<file path="src/rtl/mem_obi_pkg.sv">
// Shared types and helpers for the OBI-to-memory bridge: response entry layout,
// wait-state LFSR taps and the modulo helper that picks a random wait count.
package mem_obi_pkg;

  localparam int          MEM_OBI_DW    = 32;
  localparam int          RSP_DEPTH_DEF = 4;
  // Fibonacci taps 16,14,13,11 expressed as a mask over bits [15:0]
  localparam logic [15:0] LFSR_TAPS     = 16'hB400;

  typedef struct packed {
    logic [MEM_OBI_DW-1:0] rdata;
    logic                  err;
    logic [3:0]            info;
  } resp_t;

  function automatic logic [15:0] lfsr_next(input logic [15:0] state);
    return {state[14:0], ^(state & LFSR_TAPS)};
  endfunction

  function automatic logic [3:0] wait_pick(input logic [15:0] state, input logic [3:0] wmax);
    logic [15:0] rem;
    rem = state % ({12'd0, wmax} + 16'd1);
    return rem[3:0];
  endfunction

endpackage

</file>
<file path="src/rtl/mem_obi_rsp_fifo.sv">
// In-order response FIFO; a push into a full FIFO is accepted only alongside a pop.
module mem_obi_rsp_fifo
  import mem_obi_pkg::*;
#(
  parameter int DEPTH = RSP_DEPTH_DEF
) (
  input  logic                       clk_i,
  input  logic                       rst_i,
  input  logic                       push,
  input  resp_t                      push_data,
  input  logic                       pop,
  output resp_t                      head,
  output logic                       empty,
  output logic                       full,
  output logic [$clog2(DEPTH):0]     count
);

  localparam int AW = $clog2(DEPTH);

  resp_t         mem_r [DEPTH];
  logic [AW-1:0] wr_ptr_r;
  logic [AW-1:0] rd_ptr_r;
  logic [AW:0]   count_r;
  logic          push_ok_s;
  logic          pop_ok_s;

  assign empty     = (count_r == '0);
  assign full      = (count_r == (AW+1)'(DEPTH));
  assign count     = count_r;
  assign head      = mem_r[rd_ptr_r];
  assign pop_ok_s  = pop & ~empty;
  assign push_ok_s = push & (~full | pop_ok_s);

  // Storage, pointers and occupancy
  always_ff @(posedge clk_i) begin
    if (rst_i) begin
      wr_ptr_r <= '0;
      rd_ptr_r <= '0;
      count_r  <= '0;
    end else begin
      if (push_ok_s) begin
        mem_r[wr_ptr_r] <= push_data;
        wr_ptr_r        <= wr_ptr_r + AW'(1'b1);
      end
      if (pop_ok_s) begin
        rd_ptr_r <= rd_ptr_r + AW'(1'b1);
      end
      case ({push_ok_s, pop_ok_s})
        2'b10:   count_r <= count_r + (AW+1)'(1'b1);
        2'b01:   count_r <= count_r - (AW+1)'(1'b1);
        default: count_r <= count_r;
      endcase
    end
  end

endmodule

</file>
<file path="src/rtl/mem_obi_intf.sv">
// OBI request channel to 1-cycle-read synchronous memory with LFSR-driven grant and
// response wait states. Define MEM_OBI_ERR_EN to forward mem_err onto data_err.
module mem_obi_intf
  import mem_obi_pkg::*;
#(
  parameter int          DW        = MEM_OBI_DW,
  parameter int          RSP_DEPTH = RSP_DEPTH_DEF,
  parameter logic [15:0] LFSR_SEED = 16'hACE1
) (
  input  logic          clk_i,
  input  logic          rst_i,
  input  logic [3:0]    GNT_WMAX,
  input  logic [3:0]    RESP_WMAX,
  input  logic          data_req,
  input  logic          data_we,
  input  logic [3:0]    data_be,
  input  logic          data_is_cap,
  input  logic [31:0]   data_addr,
  input  logic [DW-1:0] data_wdata,
  input  logic [7:0]    data_flag,
  output logic          data_gnt,
  output logic          data_rvalid,
  output logic [DW-1:0] data_rdata,
  output logic          data_err,
  output logic [3:0]    data_resp_info,
  output logic          mem_cs,
  output logic          mem_we,
  output logic [3:0]    mem_be,
  output logic [7:0]    mem_flag,
  output logic [29:0]   mem_addr32,
  output logic [DW-1:0] mem_wdata,
  input  logic [DW-1:0] mem_rdata,
  input  logic          mem_err
);

  localparam int CW = $clog2(RSP_DEPTH) + 1;

  logic [15:0]   lfsr_r;
  logic          gnt_active_r, rsp_active_r;
  logic [3:0]    gnt_cnt_r, rsp_cnt_r;
  logic [3:0]    gnt_eff_s, rsp_eff_s;
  logic          gnt_s, rvalid_s, busy_s;
  logic          cap_valid_r, cap_we_r;
  logic [3:0]    cap_info_r;
  resp_t         push_entry_s, head_s, cand_s;
  logic          fifo_empty_s, fifo_full_s, push_s, pop_s, cand_valid_s;
  logic [CW-1:0] fifo_count_s, occ_s;

`ifdef MEM_OBI_ERR_EN
  logic [1:0] unused_s;
  assign unused_s = data_addr[1:0];
`else
  logic [2:0] unused_s;
  assign unused_s = {mem_err, data_addr[1:0]};
`endif

  // Occupancy counts the capture stage so a grant never overruns the FIFO
  assign occ_s     = fifo_count_s + CW'(cap_valid_r);
  assign busy_s    = (occ_s >= CW'(RSP_DEPTH));
  assign gnt_eff_s = gnt_active_r ? gnt_cnt_r : wait_pick(lfsr_r, GNT_WMAX);
  assign gnt_s     = ~rst_i & data_req & (gnt_eff_s == 4'd0) & ~busy_s;

  assign data_gnt   = gnt_s;
  assign mem_cs     = data_req & gnt_s;
  assign mem_we     = data_we;
  assign mem_be     = data_be;
  assign mem_flag   = data_flag;
  assign mem_addr32 = data_addr[31:2];
  assign mem_wdata  = data_wdata;

  // The captured entry bypasses an empty FIFO so rvalid can follow gnt by one cycle
  assign cand_valid_s = ~fifo_empty_s | cap_valid_r;
  assign cand_s       = fifo_empty_s ? push_entry_s : head_s;
  assign rsp_eff_s    = rsp_active_r ? rsp_cnt_r : wait_pick(lfsr_r, RESP_WMAX);
  assign rvalid_s     = ~rst_i & cand_valid_s & (rsp_eff_s == 4'd0);
  assign pop_s        = rvalid_s & ~fifo_empty_s;
  assign push_s       = cap_valid_r & ~(fifo_empty_s & rvalid_s);

  // Wait-state LFSR, free running
  always_ff @(posedge clk_i) begin
    if (rst_i) lfsr_r <= LFSR_SEED;
    else       lfsr_r <= lfsr_next(lfsr_r);
  end

  // Grant wait counter: loaded on the first request cycle, cleared by grant
  always_ff @(posedge clk_i) begin
    if (rst_i) begin
      gnt_active_r <= 1'b0;
      gnt_cnt_r    <= 4'd0;
    end else if (data_req & ~gnt_s) begin
      gnt_active_r <= 1'b1;
      gnt_cnt_r    <= (gnt_eff_s == 4'd0) ? 4'd0 : gnt_eff_s - 4'd1;
    end else begin
      gnt_active_r <= 1'b0;
      gnt_cnt_r    <= 4'd0;
    end
  end

  // Capture stage: marks the cycle in which mem_rdata/mem_err are valid
  always_ff @(posedge clk_i) begin
    if (rst_i) begin
      cap_valid_r <= 1'b0;
      cap_we_r    <= 1'b0;
      cap_info_r  <= 4'd0;
    end else begin
      cap_valid_r <= mem_cs;
      cap_we_r    <= data_we;
      cap_info_r  <= {data_flag[2:0], data_is_cap};
    end
  end

  // Response entry built from the memory read port
  always_comb begin
    push_entry_s      = '0;
    push_entry_s.info = cap_info_r;
`ifdef MEM_OBI_ERR_EN
    push_entry_s.err  = mem_err;
    if (cap_we_r | mem_err) push_entry_s.rdata = '0;
    else                    push_entry_s.rdata = mem_rdata;
`else
    push_entry_s.err  = 1'b0;
    if (cap_we_r) push_entry_s.rdata = '0;
    else          push_entry_s.rdata = mem_rdata;
`endif
  end

  // Response wait counter for the current head entry
  always_ff @(posedge clk_i) begin
    if (rst_i) begin
      rsp_active_r <= 1'b0;
      rsp_cnt_r    <= 4'd0;
    end else if (rvalid_s) begin
      rsp_active_r <= 1'b0;
      rsp_cnt_r    <= 4'd0;
    end else if (cand_valid_s) begin
      rsp_active_r <= 1'b1;
      rsp_cnt_r    <= rsp_eff_s - 4'd1;
    end else begin
      rsp_active_r <= rsp_active_r;
      rsp_cnt_r    <= rsp_cnt_r;
    end
  end

  // Response outputs are zero whenever rvalid is low
  always_comb begin
    data_rvalid    = rvalid_s;
    data_rdata     = '0;
    data_err       = 1'b0;
    data_resp_info = 4'd0;
    if (rvalid_s) begin
      data_rdata     = cand_s.rdata;
      data_err       = cand_s.err;
      data_resp_info = cand_s.info;
    end else begin
      data_rdata     = '0;
      data_err       = 1'b0;
      data_resp_info = 4'd0;
    end
  end

  mem_obi_rsp_fifo #(.DEPTH(RSP_DEPTH)) u_rsp_fifo (
    .clk_i     (clk_i),
    .rst_i     (rst_i),
    .push      (push_s),
    .push_data (push_entry_s),
    .pop       (pop_s),
    .head      (head_s),
    .empty     (fifo_empty_s),
    .full      (fifo_full_s),
    .count     (fifo_count_s)
  );

  logic unused_full_s;
  assign unused_full_s = fifo_full_s;

endmodule

</file>
<file path="config.mk">
export PLATFORM = sky130hd
export DESIGN_NAME = mem_obi_intf
export DESIGN_NICKNAME = d
export VERILOG_FILES = /design/src/rtl/mem_obi_pkg.sv /design/src/rtl/mem_obi_rsp_fifo.sv /design/src/rtl/mem_obi_intf.sv
export SDC_FILE = /design/constraint.sdc
export NUM_CORES = 1
export LEC_CHECK = 0
export BUFFER_PORTS_ARGS = -buffer_cell sky130_fd_sc_hd__buf_2
export CORE_ASPECT_RATIO = 1.75
export CORE_UTILIZATION = 44
export CTS_CLUSTER_SIZE = 30
export DETAILED_ROUTE_END_ITERATION = 10
export PLACE_DENSITY = 0.75
export SKIP_LAST_GASP = 1
export SYNTH_ARGS = -nofsm -noshare
export SYNTH_HDL_FRONTEND = slang
export SYNTH_SLANG_ARGS = --single-unit
</file>
<file path="constraint.sdc">
create_clock -name clk_i -period 41.7 [get_ports clk_i]
set_input_delay 2.085 -clock clk_i [delete_from_list [all_inputs] [get_ports clk_i]]
set_output_delay 2.085 -clock clk_i [all_outputs]
set_load 0.01 [all_outputs]
</file>
==> out/results.ini, run 1 <==
[outcome]
outcome = completed

[place]
dp_hpwl_um = 32990
io_buffers = 90
place_ws_ps = 2289
placed_area_um2 = 18710
gp_congestion = 0.8451

[grt]
use_met2_pct = 40.81
grt_pass1_vias = 15450
grt_pass1_wl_um = 71580
track_usage_pct = 20.52
grtUsageMet3_pct = 2.458
grt_use_met1_pct = 19.79
busiest_layer = met2
grt_max_degree = 39
grt_overflow = 0
antenna_found_initial = 0

[detailed_routing]
drtIter0Drc = 982
drt_wl_total_um = 43220
routedWlPerCell_um = 16.88
vias = 15340
drt-pass1-iter-count = 7
drc = 0
ant_nets = 0
via_per_inst = 5.990

[yosys]
synth_area_um2 = 18300
synth-adder-area-share_pct = 11.24
synthFlopType = edfxtp_1
synth_top_family_by_area = simple AND/OR/NAND/NOR gates
synth_cell_types = 123
yosysSeqAreaShare_pct = 28.12
synthSimpleGateAreaFrac_pct = 21.25
yosys_warnings = 0
yosys.area_share.xor_xnor_pct = 3.822
synthCells = 2016
synth_compound_area_share_pct = 20.13
synthMuxAreaShare_pct = 9.498
synth_fp_nets = 2297
async_flop_share_pct = 0
synth-seq-cells = 185
synth_edf_count = 144
synth_area_per_cell_um2 = 9.076

[setup_path]
cp_slowest_cell = or4b_1
crit_path_end_kind = output pin
cp_max_fo = 35
crit_path_start_kind = primary input
worstSetupPathType = primary input to output pin
cp_data_arrival_time_ps = 36430
max_stage_delay_ps = 500
cp_common_cell = o21a_1
worst-endpoint-required_ps = 39620

[cells_and_area]
mostFrequentLayoutCell = nand2_1
layout_common_cells = nand2_1, nor2_1, ha_1
multi_input_area_um2 = 12140
regArea_um2 = 5146
final_util_pct = 47.17
area_growth_pct = 5.580
final_nets = 2279
diodes = 0
drive_gt1_share_pct = 16.01
fillCellCount = 3836
stdcell_area_um2 = 19320

[clocking]
h-tree-depth = 4
clock_latency_ps = 440
numCtsBuffers = 17
clkTransAtPathRegs_ps = 70
postCtsHoldBufs = 0
clock_sinks = 185
root_buffer = clkbuf_16
cts_tree = built
clock_path_buffers = 2

[timing]
period_needed_ps = 38520
hold_violations = 0
drv_slew = 0
setup_ws_ps = 3183
setup_tns_ps = 0
worst_slew_margin_rel_pct = 21.85
period_share_pct = 92.37
skew_ps = 9.109
rsz0062_at_grt = false
setup_violations = 0
fmax_ghz = 0.02596
worst_pin_slew_ps = 1171

[die]
fp.dieH_um = 271.8
die_w_um = 156.2
dieArea_um2 = 42440
fp-row-count = 98
ios = 237
start_util_pct = 44.68
core_area_um2 = 40950

[worst_hold_path]
hp-class = flip-flop to flip-flop

[run]
maxCapViolations = 0

[cells by family after synthesis]
family / after synthesis
multiplexers: 118
other: 1
buffers and inverters: 202
flip-flops: 185
AO/OA/AOI/OAI: 509
XOR/XNOR: 79
AND/OR/NAND/NOR: 759
adder cells (fa/ha/maj): 163
[path summary, 6_finish.rpt]
| kind | startpoint | endpoint | slack, ps | cells after the start |
|---|---|---|---|---|
| setup / recovery | RESP_WMAX[0] | data_rdata[17] | 3180 | 154 |
| hold / removal | rsp_cnt_r[0] | rsp_cnt_r[0] | 460 | 2 |
| hold reg to reg | rsp_cnt_r[0] | rsp_cnt_r[0] | 460 | 2 |
| setup reg to reg | lfsr_r[15] | u_rsp_fifo.mem_r[1][19] | 6310 | 153 |
[area by class of cell]
| class | count | share of cell area (%) |
|---|---|---|
| clock buffer | 19 | 2.241 |
| tap | 550 | 3.562 |
| multi-input combinational | 1629 | 62.84 |
| timing repair buffer | 105 | 2.927 |
| clock inverter | 13 | 0.6282 |
| inverter | 60 | 1.166 |
| sequential | 185 | 26.64 |
[synth_stat cells (17+ instances only)]
cell type | count | share of area [%]
a21o_1 | 25 | 1.0
a21oi_1 | 107 | 2.9
a31oi_1 | 19 | 0.65
and2_1 | 20 | 0.68
and3_1 | 21 | 0.72
buf_4 | 78 | 3.2
clkbuf_1 | 43 | 0.88
dfxtp_1 | 41 | 4.5
edfxtp_1 | 144 | 24
ha_1 | 156 | 11
inv_1 | 56 | 1.1
mux2_2 | 32 | 2.0
mux2i_1 | 37 | 2.0
mux4_2 | 37 | 4.6
nand2_1 | 194 | 4.0
nand2b_1 | 32 | 1.1
nand3_1 | 49 | 1.3
nor2_1 | 164 | 3.4
nor2b_1 | 65 | 2.2
nor3_1 | 85 | 2.3
o211ai_1 | 22 | 0.90
o21a_1 | 76 | 3.1
o21ai_0 | 79 | 2.2
o31ai_1 | 17 | 0.70
or2_2 | 22 | 0.75
or3_1 | 20 | 0.68
xnor2_1 | 51 | 2.4
xor2_1 | 27 | 1.3
[flip-flops by register name (all words and copies together) (netlist names), named ones only]
signal / cells
gnt_active_r: 1
lfsr_r: 16
cap_info_r: 4
rsp_cnt_r: 4
rsp_active_r: 1
cap_valid_r: 1
u_rsp_fifo.mem_r: 144
gnt_cnt_r: 4
u_rsp_fifo.count: 3
u_rsp_fifo.wr_ptr_r: 2
cap_we_r: 1
u_rsp_fifo.rd_ptr_r: 2
[stage by stage]
step,cells,hold slack (ps)
2_1_floorplan,2016,426.8
3_3_place_gp,2526,437.0
3_5_place_dp,2526,445.5
4_1_cts,2558,455.4
5_1_grt,2561,478.8
6_report,2561,459.2
[routing by layer]
layer	vias to the layer above	wire (um)
li1	7414	-
met1	7329	16080
met2	441	23750
met3	156	1514
met4	0	1880
met5	-	0
[critical path: cells and delay by family]
| family | cells | cell delay, ps |
|---|---|---|
| adders and majority gates | 17 | 4990 |
| buffers and inverters | 6 | 1040 |
| and+or+nand+nor | 56 | 12370 |
| muxes | 8 | 2280 |
| xor gates and xnor gates | 1 | 170 |
| AOI/OAI and AO/OA | 66 | 13500 |
[what timing repair did]
action / in CTS / in global routing
endpoints found under the setup margin: 0 / 67
buffers inserted: 0 / 3
resized for setup: 0 / 10
Power of run 1 is not shown: default switching activity piles up to over one toggle a cycle in this logic, so the estimate is an artifact.
==> run 2: changes to the inputs <==
--- a/config.mk
+++ b/config.mk
@@ -10,7 +10,7 @@
 export CORE_UTILIZATION = 44
 export CTS_CLUSTER_SIZE = 30
 export DETAILED_ROUTE_END_ITERATION = 10
-export PLACE_DENSITY = 0.75
+export PLACE_DENSITY = 0.78
 export SKIP_LAST_GASP = 1
 export SYNTH_ARGS = -nofsm -noshare
 export SYNTH_HDL_FRONTEND = slang
==> constraint.sdc (replaced) <==
create_clock -name clk_i -period 34.8 [get_ports clk_i]
set_input_delay 1.74 -clock clk_i [delete_from_list [all_inputs] [get_ports clk_i]]
set_output_delay 1.74 -clock clk_i [all_outputs]
set_load 0.01 [all_outputs]
==> run 2 against run 1 <==
  * Final cell count up 2.8%
  * Global-route usage up 0.56 points
  * Setup slack worse by 1400 ps
  * Via count up 3.4%
  * Register-to-register slack worse by 2300 ps
  * Hold slack worse by 1.3 ps
  * Non-clock buffer count up 71
  * Final area up 5.4%
  * Die area unchanged
  * Wire length up 5.7%
  * Flip-flop and latch count unchanged
  * Critical path type unchanged
  * Critical endpoint is now data_gnt
  * Highest routed layer unchanged
==> out/results.ini, run 2 (synthesis gave the netlist of run 1 again) <==
[detailed_routing]
drtIter0Drc = 1037
drt_wl_total_um = 45700
routedWlPerCell_um = 17.36
drt-pass1-iter-count = 5
drc = 0
via_per_inst = 6.028
ant_nets = 0
vias = 15870

[die]
die_w_um = 156.2
dieArea_um2 = 42440
ios = 237
fp.dieH_um = 271.8
core_area_um2 = 40950
start_util_pct = 44.68
fp-row-count = 98

[cells_and_area]
area_growth_pct = 11.27
diodes = 0
mostFrequentLayoutCell = nand2_1
finalNonFillerCells = 2632
drive_gt1_share_pct = 22.67
layout_common_cells = nand2_1, ha_1, nor2_1
top_register = u_rsp_fifo.mem_r
largest_reg_flops = 144
final_nets = 2350
top_regs = u_rsp_fifo.mem_r (144), lfsr_r (16)

[setup_path]
reg2reg_slack_ps = 4020
crit_path_end_kind = output pin
worst-endpoint-required_ps = 33060
max_stage_delay_ps = 510
crit_path_start_kind = primary input
path_depth = 152
cp_data_arrival_time_ps = 31260
worstSetupPathType = primary input to output pin
crit_start = GNT_WMAX[0]
r2r_cells = 159
cp_top_family = compound AO/OA/AOI/OAI gates
cp_max_fo = 19
reg2reg_from = lfsr_r[12]
crit_end = data_gnt
path_buf_inv = 9
cp_common_cell = o21a_1
cp_slowest_cell = or4b_1
r2r_end = u_rsp_fifo.mem_r[2][17]

[grt]
antenna_found_initial = 0
track_usage_pct = 21.08
grt_pass1_wl_um = 73170
grt_max_degree = 39
grt_pass1_vias = 15900
grt_overflow = 0

[clocking]
numCtsBuffers = 17
clkTransAtPathRegs_ps = 70
clock_sinks = 185
cts_tree = built
root_buffer = clkbuf_16
clock_latency_ps = 440
h-tree-depth = 4
clock_path_buffers = 2

[place]
place_inst = 2573
io_buffers = 90
dp_hpwl_um = 33720
gp_congestion = 0.8966

[timing]
setup_tns_ps = 0
period_needed_ps = 33000
worst_pin_slew_ps = 1138
skew_ps = 8.926
drv_slew = 0
setup_violations = 0
worst_slew_margin_rel_pct = 24.02
hold_violations = 0
period_share_pct = 94.83
fmax_ghz = 0.03030

[run]
maxCapViolations = 0

[worst_hold_path]
hp-class = flip-flop to flip-flop

[outcome]
outcome = completed

==> run 2: how the worst min path moves through the flow <==
stage,startpoint,end,cells after the start,slack (ps)
floorplan,rsp_cnt_r[0],rsp_cnt_r[0],2,430
global placement,rsp_cnt_r[0],rsp_cnt_r[0],2,440
detailed placement,rsp_cnt_r[0],rsp_cnt_r[0],2,450
CTS,rsp_cnt_r[0],rsp_cnt_r[0],2,460
global route,rsp_cnt_r[0],rsp_cnt_r[0],2,500
finish,rsp_cnt_r[0],rsp_cnt_r[0],2,460
==> run 2: area by class of cell <==
type	count	area [um2]
clock buffer	19	432.9
clock inverter	13	156.4
fill	3638	20590
inverter	60	225.2
multi-input combinational	1629	12590
sequential	185	5146
tap	550	688.2
timing repair buffer	176	1122
==> run 2: metal layers <==
layer  up-vias  wire length (um)  GRT usage, %  part of all wire (%)
met5         -                 0             0                     0
met4         0              2188         12.87                   4.8
met3       169              1742         2.602                   3.8
met2       528             25310         42.38                    55
met1      7594             16460         19.52                    36
li1       7574                 -             -                     -
==> run 2: tightest hold or removal path: cells and delay by family (launching register included) <==
kind	cells	cell delay, ps
compound gates	1	50
simple gates	1	50
flops	1	310
==> run 2: timing repair <==
action,4_1_cts,5_1_grt
hold buffers,0,0
pin swaps,0,20
setup endpoints to repair,38,203
gates resized for setup,6,121
setup buffers,0,27
==> run 2: through the flow <==
stage               utilization [%]  hold slack [ps]  setup WS [ps]  area (um2)
global route                  49.71            504.1         -218.4       20360
global placement              46.57            437.4          504.4       19070
detailed placement            46.57            448.6         -188.5       19070
CTS                           48.05            459.9          38.42       19680
finish                        49.71            457.9           1799       20360
floorplan                         -            426.8          618.9       18300
Power of run 2 is left out for the same reason.
==> run 3: changes to the inputs <==
--- a/config.mk
+++ b/config.mk
@@ -6,12 +6,15 @@
 export NUM_CORES = 1
 export LEC_CHECK = 0
 export BUFFER_PORTS_ARGS = -buffer_cell sky130_fd_sc_hd__buf_2
+export CELL_PAD_IN_SITES_DETAIL_PLACEMENT = 0
+export CELL_PAD_IN_SITES_GLOBAL_PLACEMENT = 1
 export CORE_ASPECT_RATIO = 1.75
-export CORE_UTILIZATION = 44
+export CORE_UTILIZATION = 41
 export CTS_CLUSTER_SIZE = 30
 export DETAILED_ROUTE_END_ITERATION = 10
-export PLACE_DENSITY = 0.78
+export PLACE_DENSITY = 0.9
 export SKIP_LAST_GASP = 1
+export SLEW_MARGIN = 20
 export SYNTH_ARGS = -nofsm -noshare
 export SYNTH_HDL_FRONTEND = slang
 export SYNTH_SLANG_ARGS = --single-unit
==> run 3 against run 2 <==
  * Register-to-register slack worse by 210 ps
  * Fmax up 0.20%
  * Via count decreased by 1.8%
  * Die area is 7.2% higher
  * Critical endpoint is now data_rdata[2]
==> out/results.ini, run 3 (synthesis gave the netlist of run 1 again) <==
[cells_and_area]
fillCellCount = 4144
final_nets = 2355
stdcell_area_um2 = 20540
top_regs = u_rsp_fifo.mem_r (144), lfsr_r (16)
drive_gt1_share_pct = 22.76
top_register = u_rsp_fifo.mem_r
area_growth_pct = 12.24
final_util_pct = 46.51
largest_reg_flops = 144
mostFrequentLayoutCell = nand2_1
layout_common_cells = nand2_1, nor2_1, ha_1
diodes = 0

[clocking]
clkTransAtPathRegs_ps = 70
numCtsBuffers = 17
clock_path_buffers = 2
root_buffer = clkbuf_16
postCtsHoldBufs = 0
clock_latency_ps = 440
clock_sinks = 185
cts_tree = built
h-tree-depth = 4

[run]
maxCapViolations = 0

[setup_path]
cp_max_fo = 20
max_stage_delay_ps = 500
cp_common_cell = o21a_1
worst-endpoint-required_ps = 33060
path_buf_inv = 10
cp_top_family = compound AO/OA/AOI/OAI gates
crit_path_end_kind = output pin
worstSetupPathType = primary input to output pin
cp_data_arrival_time_ps = 31190
cp_slowest_cell = or4b_1
crit_path_start_kind = primary input

[die]
dieArea_um2 = 45510
die_w_um = 161.7
fp-row-count = 102
fp.dieH_um = 281.5
ios = 237
core_area_um2 = 44160
start_util_pct = 41.44

[grt]
grt_max_degree = 41
grt_pass1_vias = 15490
grt_pass1_wl_um = 73130
track_usage_pct = 19.69
grt_overflow = 0
antenna_found_initial = 0

[timing]
period_needed_ps = 32930
setup_violations = 0
skew_ps = 10.38
hold_violations = 0
setup_tns_ps = 0
setup_ws_ps = 1866
fmax_ghz = 0.03036
worst_slew_margin_rel_pct = 31.58
period_share_pct = 94.64
drv_slew = 0
worst_pin_slew_ps = 1023

[outcome]
outcome = completed

[detailed_routing]
vias = 15580
routedWlPerCell_um = 17.47
drt_wl_total_um = 46460
via_per_inst = 5.860
ant_nets = 0
drt-pass1-iter-count = 5
drtIter0Drc = 1000
drc = 0

[worst_hold_path]
hp-class = flip-flop to flip-flop

[place]
gp_congestion = 0.8448
io_buffers = 90
placed_area_um2 = 19150
place_ws_ps = -466.3
dp_hpwl_um = 35160

-- run 3: final cells by class --
class | instances | area [um2] | area share, %
multi-input combinational | 1629 | 12620 | 61.46
sequential | 185 | 5147 | 25.06
inverter | 60 | 225.2 | 1.097
tap | 572 | 715.7 | 3.485
timing repair buffer | 181 | 1191 | 5.800
clock buffer | 18 | 429.2 | 2.090
clock inverter | 14 | 206.4 | 1.005
-- run 3: tightest hold or removal path, stage by stage (launching register included) --
cell,delay (ps)
dfxtp_1,310
nand2_1,50
a21oi_1,50
-- run 3: stage by stage --
step                      instances  hold WS [ps]
after global routing           2659         488.3
final                          2659         457.3
after global placement         2602         438.7
after CTS                      2634         463.8
after detailed placement       2602         452.1
after floorplan                2016         426.8
-- run 3: repair_timing --
action | in CTS | in global routing
cloned | 0 | 2
endpoints found under the setup margin | 37 | 203
pin swaps | 0 | 24
setup buffers | 0 | 23
resized for setup | 10 | 119
hold endpoints to repair | 0 | 0
-- run 3: metal layers --
layer / track usage, % / share of wire, % / wire, um
met1: 18.97 / 36 / 16900
met2: 39.98 / 55 / 25770
met3: 2.324 / 3.5 / 1629
met4: 10.16 / 4.6 / 2158
met5: 0 / 0 / 0
-- run 3: worst paths after layout --
| check | startpoint | cells after the start | slack, ps | to |
|---|---|---|---|---|
| min reg2reg | rsp_cnt_r[0] | 2 | 460 | rsp_cnt_r[0] |
| max reg2reg | lfsr_r[12] | 158 | 3810 | u_rsp_fifo.mem_r[1][22] |
| max | RESP_WMAX[0] | 158 | 1870 | data_rdata[2] |
| min | rsp_cnt_r[0] | 2 | 460 | rsp_cnt_r[0] |
Power of run 3 is left out for the same reason.
